===== src/rtl/faultconf_fsm.sv =====
// ---------------------------------------------------------------------------
// faultconf_fsm
//
// CAN fault-confinement state machine. It consumes the threshold flags of the
// transmit (TEC) and receive (REC) error counters and tracks the node state:
// error-active, error-passive or bus-off. In bus-off it counts RECOVERY_SEQ
// sequences of REC_BITS consecutive recessive bits. It then returns to
// error-active and pulses a one-cycle clear to both error counters.
//
// Parameters
//   REC_BITS      consecutive recessive bits forming one recovery sequence (2..31)
//   RECOVERY_SEQ  sequences required to leave bus-off (1..255)
//
// Ports
//   clock        in   rising-edge system clock
//   reset        in   synchronous, active-low
//   tec_ge96     in   TEC >= 96
//   tec_ge128    in   TEC >= 128
//   tec_ge256    in   TEC >= 256
//   rec_ge96     in   REC >= 96
//   rec_ge128    in   REC >= 128
//   bitstrobe    in   one-cycle pulse per sampled bus bit
//   rxbit        in   sampled bus level, 1 = recessive (qualified by bitstrobe)
//   erroractive  out  node is error-active (registered, one-hot with the next two)
//   errorpassive out  node is error-passive
//   busoff       out  node is bus-off
//   warning      out  registered tec_ge96 | rec_ge96
//   cnt_rst_n    out  active-low one-cycle clear for the TEC and REC counters
//   state_irq    out  one-cycle pulse in the first cycle showing a new state
//   seqcount     out  completed recovery sequences
// ---------------------------------------------------------------------------
module faultconf_fsm #(
    parameter int REC_BITS     = 11,
    parameter int RECOVERY_SEQ = 128
) (
    input  logic       clock,
    input  logic       reset,
    input  logic       tec_ge96,
    input  logic       tec_ge128,
    input  logic       tec_ge256,
    input  logic       rec_ge96,
    input  logic       rec_ge128,
    input  logic       bitstrobe,
    input  logic       rxbit,
    output logic       erroractive,
    output logic       errorpassive,
    output logic       busoff,
    output logic       warning,
    output logic       cnt_rst_n,
    output logic       state_irq,
    output logic [7:0] seqcount
);

    // One-hot state encoding so the three state outputs come straight from flops.
    localparam logic [2:0] ST_ACTIVE  = 3'b001;
    localparam logic [2:0] ST_PASSIVE = 3'b010;
    localparam logic [2:0] ST_BUSOFF  = 3'b100;

    localparam logic [4:0] BIT_LAST = 5'(REC_BITS - 1);
    localparam logic [7:0] SEQ_MAX  = 8'(RECOVERY_SEQ);

    logic [2:0] state_p1;
    logic [2:0] state_next;
    logic [4:0] bitcnt_p1;
    logic [4:0] bitcnt_next;
    logic [7:0] seq_p1;
    logic [7:0] seq_next;
    logic       warning_p1;
    logic       cnt_rst_n_p1;
    logic       state_irq_p1;
    logic       recover;

    // Saturating increment of the sequence counter.
    function automatic logic [7:0] sat_inc(input logic [7:0] v);
        if (v >= SEQ_MAX) begin
            return SEQ_MAX;
        end
        return v + 8'd1;
    endfunction

    // -------------------------------------------------------------------
    // Stage p1: state register and all status flops
    // -------------------------------------------------------------------
    always_ff @(posedge clock) begin
        if (!reset) begin
            state_p1     <= ST_ACTIVE;
            bitcnt_p1    <= '0;
            seq_p1       <= '0;
            warning_p1   <= 1'b0;
            cnt_rst_n_p1 <= 1'b1;
            state_irq_p1 <= 1'b0;
        end else begin
            state_p1     <= state_next;
            bitcnt_p1    <= bitcnt_next;
            seq_p1       <= seq_next;
            // The flags are stale on the recovery edge and for the clear
            // cycle that follows, so warning is held low across both.
            warning_p1   <= (tec_ge96 | rec_ge96) & cnt_rst_n_p1 & ~recover;
            cnt_rst_n_p1 <= ~recover;
            state_irq_p1 <= (state_next != state_p1);
        end
    end

    // -------------------------------------------------------------------
    // Next-state and recovery counting
    // -------------------------------------------------------------------
    always_comb begin
        state_next  = state_p1;
        bitcnt_next = '0;
        seq_next    = '0;
        recover     = 1'b0;
        case (state_p1)
            ST_ACTIVE: begin
                // During the counter clear cycle the flags still describe
                // the old counts and must not pull the node back out.
                if (cnt_rst_n_p1) begin
                    if (tec_ge256) begin
                        state_next = ST_BUSOFF;
                    end else if (tec_ge128 | rec_ge128) begin
                        state_next = ST_PASSIVE;
                    end
                end
            end
            ST_PASSIVE: begin
                if (tec_ge256) begin
                    state_next = ST_BUSOFF;
                end else if (!tec_ge128 && !rec_ge128) begin
                    state_next = ST_ACTIVE;
                end
            end
            ST_BUSOFF: begin
                bitcnt_next = bitcnt_p1;
                seq_next    = seq_p1;
                if (bitstrobe) begin
                    if (!rxbit) begin
                        bitcnt_next = '0;
                    end else if (bitcnt_p1 == BIT_LAST) begin
                        // This strobe completes a sequence: wrap the bit
                        // counter and credit the sequence in the same edge.
                        bitcnt_next = '0;
                        seq_next    = sat_inc(seq_p1);
                        if (seq_next == SEQ_MAX) begin
                            recover    = 1'b1;
                            state_next = ST_ACTIVE;
                        end
                    end else begin
                        bitcnt_next = bitcnt_p1 + 5'd1;
                    end
                end
                // Counters hold zero outside bus-off.
                if (recover) begin
                    bitcnt_next = '0;
                    seq_next    = '0;
                end
            end
            default: begin
                state_next = ST_ACTIVE;
            end
        endcase
    end

    // -------------------------------------------------------------------
    // Output decode (all sources are flops)
    // -------------------------------------------------------------------
    always_comb begin
        erroractive  = state_p1[0];
        errorpassive = state_p1[1];
        busoff       = state_p1[2];
        warning      = warning_p1;
        cnt_rst_n    = cnt_rst_n_p1;
        state_irq    = state_irq_p1;
        seqcount     = seq_p1;
    end

endmodule


===== config.mk =====
export PLATFORM = sky130hd
export DESIGN_NAME = faultconf_fsm
export DESIGN_NICKNAME = d
export VERILOG_FILES = /design/src/rtl/faultconf_fsm.sv
export SDC_FILE = /design/constraint.sdc
export NUM_CORES = 1
export LEC_CHECK = 0
export BUFFER_PORTS_ARGS = -buffer_cell sky130_fd_sc_hd__buf_2
export CORE_MARGIN = 2
export CORE_UTILIZATION = 55
export CTS_BUF_LIST = sky130_fd_sc_hd__clkbuf_16
export CTS_CLUSTER_DIAMETER = 50
export DETAILED_ROUTE_END_ITERATION = 10
export HOLD_SLACK_MARGIN = 0.08
export PLACE_DENSITY = 0.83
export SETUP_SLACK_MARGIN = 0.15
export SYNTH_ARGS = -nofsm -noshare
export SYNTH_HDL_FRONTEND = slang
export SYNTH_SLANG_ARGS = --single-unit

===== constraint.sdc =====
create_clock -name clock -period 3.2 [get_ports clock]
set_input_delay 0.32 -clock clock [delete_from_list [all_inputs] [get_ports clock]]
set_output_delay 0.32 -clock clock [all_outputs]
set_load 0.01 [all_outputs]

==> results.yml <==
setup_path:
  cp-end-kind: "register"
  cp_top_family: "compound AO/OA/AOI/OAI gates"
  r2r_cells: 6
  cp_num_buf_inv: 1
  slowest_delay_ns: 0.51
  reg2reg_slack_ns: 1.03
  r2r_end: "state_p1[0]"
  required_ns: 3.37
  worstSetupPathDepth: 6
  crit_end: "state_p1[0]"
  crit_path_start: "seqcount[0]"
  crit_slowest_cell: "o21bai_2"
  path_class: "reg -> reg"
  r2r-start: "seqcount[0]"
  crit_path_cell_trace: "inv_1 -> ha_1 -> nand4b_1 -> o41a_1 -> o21bai_2 -> a21boi_0"
  crit_path_max_fanout: 14
  startpoint_type: "register"
  cp.arrival_ns: 2.34
route:
  drtAntennaViolNets: 0
  vias: 1052
  drc: 0
  dr.first_iter.drc_count: 35
  drtPass1Iterations: 5
  avgViaCountPerCell: 6.152
  drt_wl_total_um: 2304
  wl_per_cell_um: 13.47
sta:
  rsz0062_at_grt: "no"
  fin_tns_setup_ns: 0
  fin_crit_sh_pct: 67.95
  setup_ws_ns: 1.026
  worst_slew_pin_slew_ns: 0.5684
  fmax_ghz: 0.4599
  min_period_ns: 2.174
  hold_violations: 0
  slew_headroom_pct: 62.08
  setup-violations-final: 0
  clock_skew_ns: 0.003555
  slew_violations: 0
flow_run:
  maxCapViolCount: 0
placed_design:
  placed_cell_area_mm2: 0.001157
  hpwl_um: 1645
  placement.io_buffers: 22
  dp_slack_ns: 0.9999
  place.gp.congestion: 0.8602
  dpl.cell_count: 167
floorplanning:
  ios: 23
  num_rows: 15
  die_x_um: 47.27
  die_y_um: 47.27
  dieArea_mm2: 0.002234
  design.core.area_mm2: 0.001745
  start_util_pct: 59.00
cells_and_area:
  fin_area_mm2: 0.001236
  diodes: 0
  fin_cells: 171
  area_growth_pct: 20.05
  drive_above_1_share_pct: 19.86
  regArea_um2: 380.4
  most-common-layout-cells: "buf_2, dfxtp_1, nand2_1, nor2_1"
  fillers: 167
  multi_input_comb_area_um2: 613.1
  nets: 160
  final_common_cell: "buf_2"
power_and_ir_drop:
  finalPower_mw: 0.5587
  powerDensity_mw_per_mm2: 451.9
  peakVddDrop_mv: 0.4696
  leakagePower_nw: 0.4663
synth:
  synth_seq_area_share_pct: 36.94
  synth_cells: 123
  syn_nets: 136
  ys_warn_count: 0
  netlist_area_mm2: 0.001030
  yosysTopAreaCell: "dfxtp_1"
  synth_seq_cells: 19
  synth.distinct_cells: 39
  postSynthAreaPerCell_um2: 8.372
  ys_top_cells_by_area: "dfxtp_1, nand2_1, ha_1, nor2_1, nand3_1"
  netlist.area_leader.share_pct: 36.94
worst_hold_path:
  hold_class: "in -> reg"
cts:
  postCtsSetupBuffers: 0
  cts.sinks: 19
  cts_resized: 0
  cts_buffer_depth: 2
  clock_latency_ns: 0.25
  htreeDepth: 1
  cts.reportedPaths.clkPinSlew_ns: 0.05
  cts_buffers: 3
  hold_buffers: 0
  cts_tree: "yes"
  ctsRootBufferMaster: "clkbuf_16"
grt:
  grt_pass1_vias: 829
  grt.total_usage_pct: 24.28
  antenna_found_initial: 0
  grt_max_degree: 15
  grt_pass1_wl_um: 3808
  grt-ovfl-total: 0
outcome:
  status: "completed"
-- report_power, final --
group / internal (mW) / switching [mW] / total (mW)
Sequential: 0.245 / 0.00928 / 0.254
Clock: 0.166 / 0.0852 / 0.251
Combinational: 0.0238 / 0.0295 / 0.0532
Total: 0.435 / 0.124 / 0.559
-- sequential cells by signal, indices dropped and copies added, names as in the netlist --
register   cells
state_p1       3
state_irq      1
warning        1
bitcnt_p1      5
cnt_rst_n      1
seqcount       8
-- layout make-up --
| type | instances | area share, % |
|---|---|---|
| clock buffers | 3 | 6.073 |
| clock inverters | 1 | 0.3036 |
| inverters | 6 | 1.822 |
| multi-input cells | 95 | 49.59 |
| flip-flops and latches | 19 | 30.77 |
| well taps | 25 | 2.530 |
| repair buffers | 22 | 8.907 |
-- synth_stat cells, drive strengths merged --
| cell | count |
|---|---|
| dfxtp | 19 |
| nand2 | 15 |
| nor2 | 10 |
| nand3 | 8 |
| inv | 6 |
| a21oi | 5 |
| a31oi | 4 |
| ha | 4 |
| nand2b | 4 |
| nand3b | 4 |
| o21ai | 4 |
| nor2b | 3 |
| a21boi | 2 |
| a311oi | 2 |
| a41oi | 2 |
| buf | 2 |
| mux2 | 2 |
| mux2i | 2 |
| nor4 | 2 |
| o211ai | 2 |
| o21bai | 2 |
| o31ai | 2 |
| or3 | 2 |
| or4 | 2 |
| a211o | 1 |
| a22oi | 1 |
| and2 | 1 |
| and3 | 1 |
| and4bb | 1 |
| clkbuf | 1 |
| nand4 | 1 |
| nand4b | 1 |
| nand4bb | 1 |
| nor3 | 1 |
| o22ai | 1 |
| o311ai | 1 |
| o41a | 1 |
-- logic make-up (layout without fill, tap and decap cells) --
family	Yosys count	count (layout)	synth area share, %
DFF	19	19	36.94
AOI/OAI and AO/OA	30	30	20.53
buffers and inverters	9	32	3.523
muxes	4	4	4.131
adders and majority gates	4	4	4.860
and+or+nand+nor	57	57	30.01
-- worst register-to-register path, cell delays in order (launching register included) --
cell	delay, ns
dfxtp_1	0.42
inv_1	0.07
ha_1	0.30
nand4b_1	0.17
o41a_1	0.38
o21bai_2	0.51
a21boi_0	0.24
-- stage by stage --
step                hold WS, ns  utilization [%]
finish                   0.3512            70.82
global route             0.3924            70.82
CTS                      0.3561            70.82
floorplan                0.4269                -
detailed placement       0.4978            66.31
global placement         0.4936            66.31
-- worst min-delay path by stage --
stage | startpoint | slack, ns | cells after the start | endpoint
2_1_floorplan | tec_ge256 | 0.43 | 2 | state_p1[2]
3_3_place_gp | seqcount[1] | 0.49 | 2 | seqcount[1]
3_5_place_dp | cnt_rst_n | 0.50 | 2 | warning
4_1_cts | tec_ge256 | 0.36 | 3 | state_p1[2]
5_1_grt | tec_ge256 | 0.39 | 3 | state_p1[2]
6_report | tec_ge256 | 0.35 | 3 | state_p1[2]
-- routing by layer --
| layer | wire length (µm) | GRT usage, % | part of all wire [%] | vias to the layer above |
|---|---|---|---|---|
| met5 | 0 | 0 | 0 | - |
| met4 | 48 | 11.67 | 2.1 | 0 |
| li1 | - | - | - | 503 |
| met2 | 1134 | 38.92 | 49 | 53 |
| met1 | 964 | 31.62 | 42 | 490 |
| met3 | 156 | 3.846 | 6.8 | 6 |
Power figures use the tool's default switching activity.
